[src/rtl/coin_pkg.sv]
// Shared definitions for the coin credit register: coin face values,
// default credit ceiling and credit register width.
package coin_pkg;

    localparam int CREDIT_W           = 10;
    localparam int NUM_CHANNELS       = 4;
    localparam int MAX_CHANNELS       = 8;
    localparam int DEFAULT_MAX_CREDIT = 500;

    // Channels 0..3 are the standard coins; 4..7 only matter for wider builds.
    localparam int unsigned COIN_VAL [0:MAX_CHANNELS-1] = '{5, 10, 25, 100, 1, 2, 50, 200};

    typedef logic [CREDIT_W-1:0] credit_t;

endpackage

[src/rtl/coin_prio_sel.sv]
// Lowest-index coin channel selector: reports the winning index, whether any
// channel was asserted, and whether more than one was asserted.
module coin_prio_sel #(
    parameter int CHANNELS = 4,
    parameter int IDX_W    = 2
) (
    input  logic [CHANNELS-1:0] req,
    output logic [IDX_W-1:0]    idx,
    output logic                vld,
    output logic                multi
);

    always_comb begin
        idx = '0;
        vld = |req;
        // Any bit left after clearing the lowest set bit means a second coin.
        multi = |(req & (req - CHANNELS'(1)));
        // Scan downward so the lowest asserted index is written last.
        for (int i = CHANNELS - 1; i >= 0; i--) begin
            if (req[i]) begin
                idx = IDX_W'(i);
            end
        end
    end

endmodule

[src/rtl/coin_credit_reg.sv]
// Coin credit register: accumulates accepted coins, deducts spends, saturates
// at MAX_CREDIT and emits registered one-cycle acknowledge/refuse pulses.
module coin_credit_reg
    import coin_pkg::*;
#(
    parameter int WIDTH      = CREDIT_W,
    parameter int CHANNELS   = NUM_CHANNELS,
    parameter int MAX_CREDIT = DEFAULT_MAX_CREDIT
) (
    input  logic                clk,
    input  logic                rst_n,
    input  logic                en,
    input  logic [CHANNELS-1:0] coin_valid,
    input  logic [CHANNELS-1:0] chan_mask,
    input  logic                spend_valid,
    input  logic [WIDTH-1:0]    spend_amt,
    input  logic                clear,
    output logic [WIDTH-1:0]    credit,
    output logic                coin_ack,
    output logic                coin_rej,
    output logic                spend_ack,
    output logic                spend_nak,
    output logic                sat
);

    localparam int             IDX_W   = (CHANNELS > 1) ? $clog2(CHANNELS) : 1;
    localparam logic [WIDTH:0] MAX_EXT = (WIDTH+1)'(MAX_CREDIT);

    function automatic logic [WIDTH:0] coin_value(input logic [IDX_W-1:0] i);
        return (WIDTH+1)'(COIN_VAL[int'(i)]);
    endfunction

    function automatic logic within_ceiling(input logic [WIDTH:0] v);
        return v <= MAX_EXT;
    endfunction

    logic [IDX_W-1:0] sel_idx_p0;
    logic             sel_vld_p0;
    logic             sel_multi_p0;
    logic [WIDTH:0]   credit_ext_p0;
    logic [WIDTH:0]   coin_add_p0;
    logic [WIDTH:0]   spend_sub_p0;
    logic [WIDTH:0]   next_credit_p0;
    logic             coin_ok_p0;
    logic             spend_ok_p0;

    coin_prio_sel #(
        .CHANNELS (CHANNELS),
        .IDX_W    (IDX_W)
    ) u_sel (
        .req   (coin_valid),
        .idx   (sel_idx_p0),
        .vld   (sel_vld_p0),
        .multi (sel_multi_p0)
    );

    // ---- p0: request evaluation (combinational) ----
    always_comb begin
        credit_ext_p0  = {1'b0, credit};
        coin_ok_p0     = 1'b0;
        coin_add_p0    = '0;
        spend_ok_p0    = 1'b0;
        spend_sub_p0   = '0;
        next_credit_p0 = credit_ext_p0;

        if (sel_vld_p0 && en && !clear && chan_mask[sel_idx_p0] &&
            within_ceiling(credit_ext_p0 + coin_value(sel_idx_p0))) begin
            coin_ok_p0  = 1'b1;
            coin_add_p0 = coin_value(sel_idx_p0);
        end

        // A coin landing in the same cycle may fund the spend.
        if (spend_valid && en && !clear &&
            ({1'b0, spend_amt} <= credit_ext_p0 + coin_add_p0)) begin
            spend_ok_p0  = 1'b1;
            spend_sub_p0 = {1'b0, spend_amt};
        end

        if (clear) begin
            next_credit_p0 = '0;
        end else begin
            next_credit_p0 = credit_ext_p0 + coin_add_p0 - spend_sub_p0;
        end
    end

    // ---- p1: registered credit and status pulses ----
    always_ff @(posedge clk or negedge rst_n) begin
        if (!rst_n) begin
            credit    <= '0;
            coin_ack  <= 1'b0;
            coin_rej  <= 1'b0;
            spend_ack <= 1'b0;
            spend_nak <= 1'b0;
            sat       <= 1'b0;
        end else begin
            credit    <= next_credit_p0[WIDTH-1:0];
            coin_ack  <= coin_ok_p0;
            coin_rej  <= (sel_vld_p0 && !coin_ok_p0) || sel_multi_p0;
            spend_ack <= spend_ok_p0;
            spend_nak <= spend_valid && !spend_ok_p0;
            sat       <= (next_credit_p0 == MAX_EXT);
        end
    end

endmodule

[config.mk]
export PLATFORM = sky130hd
export DESIGN_NAME = coin_credit_reg
export DESIGN_NICKNAME = d
export VERILOG_FILES = /design/src/rtl/coin_pkg.sv /design/src/rtl/coin_prio_sel.sv /design/src/rtl/coin_credit_reg.sv
export SDC_FILE = /design/constraint.sdc
export NUM_CORES = 1
export LEC_CHECK = 0
export BUFFER_PORTS_ARGS = -buffer_cell sky130_fd_sc_hd__buf_2
export CAP_MARGIN = 20
export CELL_PAD_IN_SITES_DETAIL_PLACEMENT = 1
export CELL_PAD_IN_SITES_GLOBAL_PLACEMENT = 2
export CORE_AREA = 2 2 88 90
export CTS_CLUSTER_SIZE = 20
export DETAILED_ROUTE_END_ITERATION = 8
export DIE_AREA = 0 0 90 92
export GPL_ROUTABILITY_DRIVEN = 0
export PLACE_DENSITY_LB_ADDON = 0.1
export SLEW_MARGIN = 10
export SYNTH_ARGS = -nofsm -noshare
export SYNTH_HDL_FRONTEND = slang
export SYNTH_HIERARCHICAL = 1
export SYNTH_SLANG_ARGS = --single-unit
[constraint.sdc]
create_clock -name clk -period 7.7 [get_ports clk]
set_input_delay 0.77 -clock clk [delete_from_list [all_inputs] [get_ports clk]]
set_output_delay 0.77 -clock clk [all_outputs]
set_load 0.05 [all_outputs]
Word level (Yosys, flattened, before mapping)
Memory sizes are Yosys's and may differ from the RTL's.
Index checks and enable logic that the tools add are counted.
{"block": "op_classes", "n_eq_ne": 1, "n_reduce_logical": 15, "order_cmp": 4, "n_mux": 13, "bitwise": 2, "add_sub_neg": 4}
{"operator": "2-to-1 mux 11 bit", "n": 4}
{"operator": "greater-or-equal comparator 32 x 4 -> 1 bit (second input constant)", "n": 1}
{"operator": "inverter 2 -> 32 bit", "n": 1}
{"operator": "adder 10 x 11 -> 11 bit", "n": 2}
{"operator": "== test 11 x 9 -> 1 bit (second input constant)", "n": 1}
{"operator": "<= comparator 10 x 11 -> 1 bit", "n": 1}
{"operator": "<= comparator 11 x 9 -> 1 bit (second input constant)", "n": 1}
{"operator": "subtractor 11 bit", "n": 1}
{"operator": "2-to-1 mux 10 bit", "n": 1}
{"operator": "logical AND 1 bit", "n": 9}
{"operator": "2-to-1 mux 2 bit", "n": 4}
{"operator": "OR reduction 4 bit", "n": 2}
{"operator": "bitwise AND 4 bit", "n": 1}
{"operator": "subtractor 4 x 1 -> 4 bit (second input constant)", "n": 1}
{"operator": "logical NOT 1 bit", "n": 3}
{"operator": "< comparator 2 x 3 -> 1 bit (second input constant)", "n": 1}
{"operator": "2-to-1 mux 1 bit", "n": 3}
{"operator": "binary-select mux 1 bit (select 2 bit)", "n": 1}
{"operator": "logical OR 1 bit", "n": 1}
{"block": "word_totals", "register_bits": 15, "mem_bits_ro": 256, "elab_cells": 46, "inputBits": 23, "out_inout_bits": 15, "mem_count": 1}
{"memory": "(no name shown)", "depth": 8, "word_bits": 32, "read_ports": 1, "rd_clocked_by_memory_dff": 0, "wr": 0, "line": "coin_credit_reg.sv:30", "source": "return (WIDTH+1)'(COIN_VAL[int'(i)]);"}

Logic depth before layout (Yosys ltp)
Gate-level depths: netlist of run 1.
{"block": "logic_depth", "word_depth": 19, "mapped_depth": 41, "ltp_nobuf": 41}

By module
Netlist of run 1, hierarchy kept.
{"mod": "coin_credit_reg", "area_each_um2": 2073.2, "n_inst": 1, "cells_each": 250, "seq_area_each_um2": 375.4}
{"mod": "coin_prio_sel", "area_each_um2": 47.5, "n_inst": 1, "cells_each": 10, "seq_area_each_um2": 0.0}

Least setup slack after synthesis of run 1
No wires, ideal clock.
{"block": "synth_path", "path_type": "input-to-reg", "from": "input port coin_valid[2]", "to": "register sat", "arrival_time_ns": 8.864, "setup_slack_ns": -1.259, "path_buffers": 1, "stages": 38, "required_ns": 7.605, "setup_time_ns": 0.095, "path_cell_list": "nand2b_1 -> a21oi_1 -> inv_1 -> ha_1 -> ha_1 -> a21boi_0 -> o21a_1 -> o21a_1 -> o211ai_1 -> mux2i_1 -> a221oi_1 -> and2_1 -> ha_1 -> a211o_1 -> a211oi_2 -> nor2_1 -> o21ai_0 -> nand2_1 -> [... 2 more ...] -> inv_1 -> ha_1 -> nor2b_1 -> or4_1 -> a221oi_2 -> a311o_1 -> clkbuf_1 -> nand2_1 -> fa_1 -> a21o_1 -> a21oi_1 -> nor2b_1 -> nor2_1 -> maj3_1 -> nor3b_2 -> xnor2_1 -> or4b_1 -> nor4b_2"}
{"block": "synth_between", "elab_chain_len": 18, "word_cells_on_any_way": 24, "classes_between": "add/sub: 3; order compare: 2; eq/ne: 1; mux: 10; bitwise: 1; reduce/logical: 6; memory: 1"}
{"element": "start: declaration", "line": "coin_credit_reg.sv:13", "source": "input logic [CHANNELS-1:0] coin_valid,"}
{"element": "2-to-1 mux 2 bit (*) (3 in series)", "line": "coin_prio_sel.sv:20", "source": "if (req[i]) begin"}
{"element": "net sel_idx_p0[0]", "line": "coin_credit_reg.sv:37", "source": "logic [IDX_W-1:0] sel_idx_p0;"}
{"element": "inverter 2 -> 32 bit (implied by the code)", "line": "coin_credit_reg.sv:30"}
{"element": "memory read (8 x 32 bit)"}
{"element": "2-to-1 mux 11 bit (implied by the code) (2 in series)", "line": "coin_credit_reg.sv:30"}
{"element": "adder 10 x 11 -> 11 bit", "line": "coin_credit_reg.sv:67", "source": "within_ceiling(credit_ext_p0 + coin_value(sel_idx_p0))) begin"}
{"element": "<= comparator 11 x 9 -> 1 bit", "line": "coin_credit_reg.sv:34", "source": "return v <= MAX_EXT;"}
{"element": "logical AND 1 bit", "line": "coin_credit_reg.sv:66", "source": "if (sel_vld_p0 && en && !clear && chan_mask[sel_idx_p0] &&"}
{"element": "2-to-1 mux 11 bit (*)", "line": "coin_credit_reg.sv:66"}
{"element": "adder 10 x 11 -> 11 bit (*)", "line": "coin_credit_reg.sv:74, coin_credit_reg.sv:82"}
{"element": "<= comparator 10 x 11 -> 1 bit", "line": "coin_credit_reg.sv:74", "source": "({1'b0, spend_amt} <= credit_ext_p0 + coin_add_p0)) begin"}
{"element": "logical AND 1 bit", "line": "coin_credit_reg.sv:73", "source": "if (spend_valid && en && !clear &&"}
{"element": "2-to-1 mux 10 bit", "line": "coin_credit_reg.sv:73"}
{"element": "subtractor 11 bit (*)", "line": "coin_credit_reg.sv:82", "source": "next_credit_p0 = credit_ext_p0 + coin_add_p0 - spend_sub_p0;"}
{"element": "2-to-1 mux 11 bit (*)", "line": "coin_credit_reg.sv:79", "source": "if (clear) begin"}
{"element": "== test 11 x 9 -> 1 bit (*)", "line": "coin_credit_reg.sv:101", "source": "sat <= (next_credit_p0 == MAX_EXT);"}
{"element": "end signal: assignment", "line": "coin_credit_reg.sv:101"}
{"element": "end: declaration", "line": "coin_credit_reg.sv:23", "source": "output logic sat"}
Mark *: on every way through the listed nets, which the timed path passes. The rest lies on a longest branch. The select of a mux whose other input is x is not followed.

Worst setup path in the final report of run 1
Same ends and word-level chain as after synthesis.

==> results of run 1 <==
## how the worst max path moves through the flow
stage,startpoint,endpoint,slack (ns),depth (start not counted)
3_3_place_gp,coin_valid[2],sat,-1.05,44
2_1_floorplan,coin_valid[2],sat,-0.50,39
3_5_place_dp,coin_valid[2],sat,-1.23,44
4_1_cts,coin_valid[2],sat,-0.63,43
5_1_grt,coin_valid[1],sat,-1.01,42
6_report,coin_valid[2],sat,-0.61,44
## flip-flops by register name, indices dropped and copies added, names as in the netlist
| register | count |
|---|---|
| credit | 10 |
| sat | 1 |
| spend_nak | 1 |
| coin_ack | 1 |
| spend_ack | 1 |
| coin_rej | 1 |
## power groups by stage
stage,clock network [W],registers [W],logic (W)
4_1_cts,0.0000677,0.000128,0.000860
3_3_place_gp,0,0.000126,0.000758
5_1_grt,0.0000729,0.000132,0.00105
6_report,0.0000656,0.000127,0.000962
3_5_place_dp,0,0.000126,0.000769
2_1_floorplan,0,0.000187,0.000377
## critical path: cells and delay by family
kind	cells	cell delay, ns
muxes	1	0.12
and+or+nand+nor	15	2.81
adders and majority gates	7	1.41
AOI/OAI and AO/OA	12	2.42
xor gates and xnor gates	3	0.34
buffers and inverters	6	0.58
## synthesized netlist by cell type, types with 3 or more instances
master / number
o21ai_0: 14
a211oi_1: 3
nor4_1: 3
o21a_1: 5
nand2b_1: 6
ha_1: 36
nor2_1: 16
dfrtp_1: 15
xor2_1: 9
and2_1: 9
nand2_1: 19
nor2b_1: 13
a21o_1: 7
a21oi_1: 17
nor3_1: 6
xnor2_1: 7
inv_1: 26
nand3_1: 7
## area by class of cell
| class | instances | area (um2) | share of cell area |
|---|---|---|---|
| sequential | 15 | 375 | 0.103 |
| inverter | 26 | 97.6 | 0.0267 |
| timing repair buffer | 136 | 967 | 0.264 |
| tap | 102 | 128 | 0.0349 |
| multi-input combinational | 217 | 2050 | 0.559 |
| clock buffer | 4 | 45.0 | 0.0123 |
## logic make-up after synthesis
family          Yosys count  synth area share
buf+inv                  28            0.0496
mux                       2            0.0153
compound gates           67             0.218
fa+ha+maj                39             0.236
flops                    15             0.177
xor+xnor                 16            0.0661
simple gates             93             0.238
## what timing repair did
item / in CTS / in global routing
resized for setup: 40 / 31
pin swaps: 26 / 21
endpoints found under the setup margin: 6 / 7
buffers inserted: 13 / 13
## per-layer routing
metal	global-route usage	routed length, um	vias to the layer above	part of all wire
met2	0.356	4090	23	0.54
li1	-	-	1202	-
met4	0.0372	36	0	0.0048
met1	0.216	3340	1154	0.44
met3	0.00575	87	2	0.012
met5	0	0	-	0
## metrics by stage
stage | hold slack (ns) | instances
2_1_floorplan | 0.474 | 260
3_3_place_gp | 0.712 | 475
3_5_place_dp | 0.711 | 475
4_1_cts | 0.441 | 491
5_1_grt | 0.447 | 500
6_report | 0.428 | 500
==> metrics.yaml, run 1 <==
cts:
  clock_path_buffers: 2
  cts_tree: "done"
  clock_latency_ns: 0.25
  clkTransAtPathRegs_ns: 0.07
  h-tree-depth: 1
  cts-root-buf: "clkbuf_8"
  clkSinkCount: 15
  ctsHoldBuffers: 0
  cts_made_buffers: 3
logic_synthesis:
  synth_area_leaders: "ha_1 21%, dfrtp_1 18%, inv_1 4.6%"
  synth-seq-area-share: 0.177
  synth_top_area_cell: "ha_1"
  synth-main-ff-cell: "dfrtp_1"
  synth_edf_count: 0
  synth_cell_types: 48
  postSynthAreaPerCell_um2: 8.16
  synthesis.nets: 321
  async_flop_share: 1.00
  ys_warn_count: 6
  synth_top_area_share: 0.212
  synth_seq_cells: 15
  syn-cell-area_um2: 2120
  synthCells: 260
critical_path:
  crit_required_ns: 7.86
  r2r_start: "credit[0]"
  slowest_delay_ns: 0.49
  end_kind: "flip-flop"
  cp_slowest_cell: "or4_4"
  r2r_slack_ns: 0.07
  arrival_ns: 8.47
  start_kind: "input pin"
  reg2regPathDepth: 39
  regToRegEndpoint: "sat"
  crit_type: "in -> reg"
  critical_path_peak_fanout: 3
floorplanning:
  die_h_um: 92
  coreArea_um2: 7450
  dieWidth_um: 90
  initial_core_util: 0.285
  num_io_pins: 38
  dieArea_um2: 8280
  row_count: 32
power:
  internal_power_w: 0.000625
  power_switching_w: 0.000530
  p_comb_frac: 0.833
  irDropWorstVdd_uv: 110
  p_seq_frac: 0.110
  switching_share: 0.459
  finalPower_w: 0.00116
  leakage_nw: 1.84
  p_clk_frac: 0.057
  p_per_area_nw_per_um2: 316
outcome:
  violations: "setup timing"
  status: "finished with violations"
timing:
  rsz0062_at_grt: "true"
  fmax_ghz: 0.120
  fin_ws_ns: -0.610
  tightest_slew_ns: 0.994
  hold_viol: 0
  setup-tns-final_ns: -1.86
  slew_viol_final: 0
  clock_skew_ns: 0.00347
  finalSetupViolations: 5
  slew_headroom: 0.332
  fin_crit_sh: 1.08
  min_period_ns: 8.31
min_path:
  hold_path_class: "in -> async"
route:
  viasPerCell: 4.76
  wirelength_um: 7550
  wire_per_inst_um: 15.1
  first_pass_iters: 4
  postRouteAntennaNets: 0
  drt_iter0_drc: 44
  vias: 2381
  drc: 0
cells_and_area:
  fillCellCount: 905
  layout-drive-gt1-share: 0.523
  area_delta_synth_final_pct: 72.5
  n_antenna_cell: 0
  design_area_um2: 3660
  final_util: 0.491
  fin_nets: 460
  layout_common_cells: "93 x buf_4, 35 x buf_2, 24 x ha_1"
  final_common_cell: "buf_4"
placed_design:
  io_buffers: 37
  pre_cts_ws_ns: -1.23
  place_area_um2: 3140
  place_hpwl_um: 6050
job:
  drv_cap: 0
global_route:
  globalRouteTotalUtil: 0.180
  grt_start_max_net_pins: 16
  grt_pass1_wl_um: 12100
  grt_pass1_vias: 2583
  gr-total-overflow: 0
  grt_antenna_before_repair: 0
Power figures use the tool's default switching activity.
==> inputs of run 2 (changes only) <==
==> constraint.sdc (replaced) <==
create_clock -name clk -period 7.7 [get_ports clk]
set_input_delay 0.77 -clock clk [delete_from_list [all_inputs] [get_ports clk]]
set_output_delay 0.77 -clock clk [all_outputs]
set_load 0.005 [all_outputs]
==> run 2 against run 1 <==
  * The flow still finishes with violations (setup timing)
  * Die area is the same
  * Sequential share of layout area grew 0.12 points
  * Sequential power is essentially flat
  * Fmax grew 0.29%
  * Register-to-register slack is essentially flat
  * Critical path depth shrank 1
  * Wire length grew 0.48%
  * Final area shrank 1.2%
  * Combinational power shrank 15%
  * Final cell count shrank 0.60%
  * Clock power shrank 1%
  * Critical path type unchanged
  * Critical endpoint unchanged
  * Largest power group unchanged
==> metrics.yaml, run 2 (synthesized netlist as in run 1, its figures left out) <==
outcome:
  status: "finished with violations"  # unchanged
  violations: "setup timing"  # unchanged
critical_path:
  crit_required_ns: 7.86  # about the same
  cp_slowest_cell: "or4_4"  # unchanged
  start_kind: "input pin"  # unchanged
  crit_type: "in -> reg"  # unchanged
  slowest_delay_ns: 0.49  # about the same
  critical_path_peak_fanout: 4  # was 3
  r2r_slack_ns: 0.07  # about the same
  end_kind: "flip-flop"  # unchanged
  arrival_ns: 8.44  # was 8.47 ns
cells_and_area:
  fin_cells: 497  # was 500
  layout-drive-gt1-share: 0.511  # was 0.523
  top_register: "credit"  # unchanged
  fin_nets: 457  # was 460
  final_util: 0.485  # was 0.491
  n_antenna_cell: 0  # unchanged
  layout_common_cells: "95 x buf_4, 34 x buf_2, 25 x ha_1"  # was 93 x buf_4, 35 x buf_2, 24 x ha_1
  area_delta_synth_final_pct: 70.4  # was 72.5%
  largest_reg_flops: 10  # unchanged
  final_common_cell: "buf_4"  # unchanged
placed_design:
  dp.cells: 470  # was 475
  pre_cts_ws_ns: -1.31  # was -1.23 ns
  place_hpwl_um: 6000  # was 6050 um
  io_buffers: 37  # unchanged
cts:
  clock_latency_ns: 0.24  # was 0.25 ns
  clock_path_buffers: 2  # unchanged
  cts-root-buf: "clkbuf_8"  # unchanged
  cts_tree: "done"  # unchanged
  cts_made_buffers: 3  # unchanged
  h-tree-depth: 1  # unchanged
  clkSinkCount: 15  # unchanged
  ctsHoldBuffers: 0  # unchanged
  clkTransAtPathRegs_ns: 0.06  # was 0.07 ns
route:
  viasPerCell: 4.81  # was 4.76
  wirelength_um: 7590  # was 7550 um
  first_pass_iters: 4  # unchanged
  drt_iter0_drc: 53  # was 44
  drc: 0  # unchanged
  wire_per_inst_um: 15.3  # was 15.1 um
  vias: 2390  # was 2381
  postRouteAntennaNets: 0  # unchanged
floorplanning:
  initial_core_util: 0.285  # unchanged
  dieArea_um2: 8280  # unchanged
  die_h_um: 92  # unchanged
  dieWidth_um: 90  # unchanged
  coreArea_um2: 7450  # unchanged
  num_io_pins: 38  # unchanged
  row_count: 32  # unchanged
power:
  irDropWorstVdd_uv: 99.3  # was 110 uV
  p_per_area_nw_per_um2: 281  # was 316 nW/um2
  leakage_nw: 1.81  # was 1.84 nW
timing:
  rsz0062_at_grt: "true"  # unchanged
  min_period_ns: 8.29  # was 8.31 ns
  fin_crit_sh: 1.08  # about the same
  fmax_ghz: 0.121  # was 0.120 GHz
  hold_viol: 0  # unchanged
  tightest_slew_ns: 0.641  # was 0.994 ns
  fin_ws_ns: -0.586  # was -0.610 ns
  finalSetupViolations: 5  # unchanged
  slew_viol_final: 0  # unchanged
  slew_headroom: 0.570  # was 0.332
  clock_skew_ns: 0.00228  # was 0.00347 ns
global_route:
  grt_pass1_wl_um: 12600  # was 12100 um
  gr-total-overflow: 0  # unchanged
  grt_pass1_vias: 2622  # was 2583
  globalRouteTotalUtil: 0.187  # was 0.180
  grt_antenna_before_repair: 0  # unchanged
  grt_start_max_net_pins: 16  # unchanged
job:
  drv_cap: 0  # unchanged
min_path:
  hold_path_class: "in -> async"  # unchanged
## run 2: worst paths after layout
path,from,to,cells past startpoint
setup / recovery,coin_valid[2],sat,43
hold / removal,rst_n,credit[8],1
setup reg to reg,credit[0],sat,38
hold reg to reg,credit[9],coin_ack,4
max in group asynchronous,rst_n,spend_nak,1
min in group clk,spend_valid,spend_nak,3
## run 2: power by group
part           internal, W  switching [W]  leakage (nW)
registers        0.0000989      0.0000311         0.194
logic             0.000444       0.000377          1.59
clock network    0.0000366      0.0000281        0.0228
total             0.000579       0.000436          1.81
## run 2: worst max-delay path: cells and delay by family
family                     cells  cell delay, ns
and+or+nand+nor               15            2.80
AOI/OAI and AO/OA             12            2.43
adders and majority gates      7            1.43
buffers and inverters          5            0.51
xor gates and xnor gates       3            0.33
muxes                          1            0.15
## run 2: what timing repair did
item                       CTS  global route
cloned                       0             0
setup endpoints to repair    6             7
pin swaps                   19            10
resized for setup           29            34
buffers inserted            20             5
## run 2: per-layer routing
layer	GRT usage	vias to the layer above	routed length, um
met4	0.0346	0	87
met5	0	-	0
met2	0.368	27	4060
met1	0.226	1153	3330
met3	0.00904	6	109
li1	-	1204	-
## run 2: per-stage QoR
step	hold slack, ns	setup TNS (ns)	total power (W)	area [um2]
6_report	0.430	-1.53	0.00102	3610
5_1_grt	0.447	-3.65	0.00111	3610
4_1_cts	0.438	-1.58	0.000945	3410
3_5_place_dp	0.711	-6.83	0.000831	3090
3_3_place_gp	0.704	-5.51	0.000821	3090
2_1_floorplan	0.474	-0.809	0.000498	2250
## run 2: layout make-up
cell class | count | area [um2]
clock buffers | 4 | 45.0
fillers | 932 | 3830
inverters | 26 | 97.6
multi-input cells | 217 | 2040
flip-flops and latches | 15 | 375
well taps | 102 | 128
repair buffers | 133 | 932
==> inputs of run 3 (changes only) <==
--- a/config.mk
+++ b/config.mk
@@ -9,10 +9,10 @@
 export CAP_MARGIN = 20
 export CELL_PAD_IN_SITES_DETAIL_PLACEMENT = 1
 export CELL_PAD_IN_SITES_GLOBAL_PLACEMENT = 2
-export CORE_AREA = 2 2 88 90
+export CORE_AREA = 2 2 112 71
 export CTS_CLUSTER_SIZE = 20
 export DETAILED_ROUTE_END_ITERATION = 8
-export DIE_AREA = 0 0 90 92
+export DIE_AREA = 0 0 114 73
 export GPL_ROUTABILITY_DRIVEN = 0
 export PLACE_DENSITY_LB_ADDON = 0.1
 export SLEW_MARGIN = 10
==> run 3 against run 2 <==
  * The flow still finishes with violations (setup timing)
  * Critical endpoint unchanged
  * Largest power group unchanged
  * Clock-buffer cell count is 1 lower
  * Sequential cell count is the same
  * Critical path type unchanged
  * Clock power up 64%
==> metrics.yaml, run 3 (synthesized netlist as in run 1, its figures left out) <==
critical_path:
  r2r_start: "credit[0]"  # unchanged
  arrival_ns: 8.78  # was 8.44 ns
  startpoint: "coin_valid[2]"  # unchanged
  slowest_delay_ns: 0.54  # was 0.49 ns
  cp_slowest_cell: "or4b_4"  # was or4_4
  start_kind: "input pin"  # unchanged
  crit_required_ns: 7.86  # about the same
  crit_buf_inv: 5  # unchanged
  cp_top_family: "compound AO/OA/AOI/OAI gates"  # was simple AND/OR/NAND/NOR gates
  crit_type: "in -> reg"  # unchanged
  end_kind: "flip-flop"  # unchanged
  critical_path_peak_fanout: 3  # was 4
cells_and_area:
  fin_nets: 462  # was 457
  area_delta_synth_final_pct: 77.3  # was 70.4%
  design_area_um2: 3760  # was 3610 um2
  layout_common_cells: "96 x buf_4, 35 x buf_2, 22 x ha_1"  # was 95 x buf_4, 34 x buf_2, 25 x ha_1
  final_common_cell: "buf_4"  # unchanged
  largest_reg_flops: 10  # unchanged
  top_register: "credit"  # unchanged
  final_util: 0.505  # was 0.485
  n_antenna_cell: 0  # unchanged
  layout-drive-gt1-share: 0.540  # was 0.511
route:
  postRouteAntennaNets: 0  # unchanged
  wire_per_inst_um: 16.3  # was 15.3 um
  first_pass_iters: 4  # unchanged
  vias: 2404  # was 2390
  drc: 0  # unchanged
  viasPerCell: 4.87  # was 4.81
  drt_iter0_drc: 79  # was 53
  wirelength_um: 8030  # was 7590 um
timing:
  fin_ws_ns: -0.915  # was -0.586 ns
  fmax_ghz: 0.116  # was 0.121 GHz
  hold_viol: 0  # unchanged
  finalSetupViolations: 5  # unchanged
  rsz0062_at_grt: "true"  # unchanged
  tightest_slew_ns: 1.15  # was 0.641 ns
  fin_crit_sh: 1.12  # was 1.08
  slew_headroom: 0.224  # was 0.570
  clock_skew_ns: 0.00642  # was 0.00228 ns
  min_period_ns: 8.62  # was 8.29 ns
  slew_viol_final: 0  # unchanged
cts:
  ctsHoldBuffers: 0  # unchanged
  cts_made_buffers: 3  # unchanged
  h-tree-depth: 1  # unchanged
  clkSinkCount: 15  # unchanged
  cts_tree: "done"  # unchanged
  clock_path_buffers: 2  # unchanged
  clock_latency_ns: 0.25  # was 0.24 ns
  clkTransAtPathRegs_ns: 0.05  # was 0.06 ns
  cts-root-buf: "clkbuf_16"  # was clkbuf_8
global_route:
  grt_pass1_wl_um: 12700  # was 12600 um
  grt_start_max_net_pins: 16  # unchanged
  grt_pass1_vias: 2481  # was 2622
  globalRouteTotalUtil: 0.198  # was 0.187
  grt_antenna_before_repair: 0  # unchanged
  gr-total-overflow: 0  # unchanged
power:
  leakage_nw: 1.88  # was 1.81 nW
  irDropWorstVdd_uv: 105  # was 99.3 uV
  p_per_area_nw_per_um2: 307  # was 281 nW/um2
outcome:
  status: "finished with violations"  # unchanged
  violations: "setup timing"  # unchanged
placed_design:
  place_area_um2: 3130  # was 3090 um2
  place_hpwl_um: 6510  # was 6000 um
  io_buffers: 37  # unchanged
floorplanning:
  initial_core_util: 0.285  # about the same
  dieArea_um2: 8320  # was 8280 um2
  row_count: 25  # was 32
  num_io_pins: 38  # unchanged
  coreArea_um2: 7440  # was 7450 um2
  die_h_um: 73  # was 92 um
  dieWidth_um: 114  # was 90 um
min_path:
  hold_path_class: "in -> async"  # unchanged
job:
  drv_cap: 0  # unchanged
[run 3: cell types whose count changed in the layout (fill, tap and decap cells not counted), sizes merged]
cell	previous run	this run
clkbuf	4	3
clkinv	0	1
buf	133	138
[run 3: worst paths after layout]
| check | end | slack, ns | cells past startpoint |
|---|---|---|---|
| max reg2reg | sat | -0.27 | 37 |
| min | spend_nak | 0.43 | 1 |
| max in group asynchronous | credit[5] | 6.99 | 1 |
| min in group clk | spend_nak | 0.75 | 3 |
| min reg2reg | credit[0] | 1.16 | 6 |
| max | sat | -0.92 | 40 |
[run 3: worst register-to-register path: cells and delay by family, from the launching register on]
| kind | cells | cell delay (ns) |
|---|---|---|
| AO/OA/AOI/OAI | 13 | 2.61 |
| XOR/XNOR | 2 | 0.30 |
| adder cells (fa/ha/maj) | 7 | 1.80 |
| buffers and inverters | 3 | 0.16 |
| flip-flops | 1 | 0.38 |
| multiplexers | 1 | 0.13 |
| AND/OR/NAND/NOR | 11 | 2.49 |
[run 3: repair_timing]
| item | 4_1_cts | 5_1_grt |
|---|---|---|
| gates cloned | 0 | 0 |
| setup endpoints to repair | 6 | 9 |
| pin swaps | 24 | 49 |
| endpoints found under the hold margin | 0 | 0 |
| gates resized for setup | 21 | 61 |
| setup buffers | 16 | 9 |
[run 3: final cells by class]
type	count	area (um2)
repair buffers	138	982
clock buffers	3	75.1
flip-flops and latches	15	375
fillers	862	3680
inverters	26	97.6
clock inverters	1	5.00
multi-input cells	217	2110
well taps	94	118
[run 3: per-layer routing]
metal	track usage	wire (um)	vias up
met2	0.303	3540	35
li1	-	-	1211
met5	0	0	-
met4	0.0203	32	0
met1	0.296	4220	1154
met3	0.0382	242	4
[run 3: power by group]
part           internal, W  switching (W)  leakage [nW]
clock            0.0000696      0.0000361        0.0409
sequential       0.0000990      0.0000302         0.194
combinational     0.000501       0.000420          1.64
total             0.000670       0.000486          1.88
[run 3: through the flow]
stage	setup WS [ns]	hold WS (ns)	setup TNS (ns)	instances	power [W]
final	-0.915	0.430	-2.87	494	0.00116
after CTS	-0.678	0.445	-2.38	487	0.00100
after detailed placement	-1.13	0.725	-5.10	469	0.000858
after floorplan	-0.498	0.474	-0.809	260	0.000498
after global placement	-1.02	0.714	-4.70	469	0.000849
after global routing	-1.32	0.464	-5.46	494	0.00125
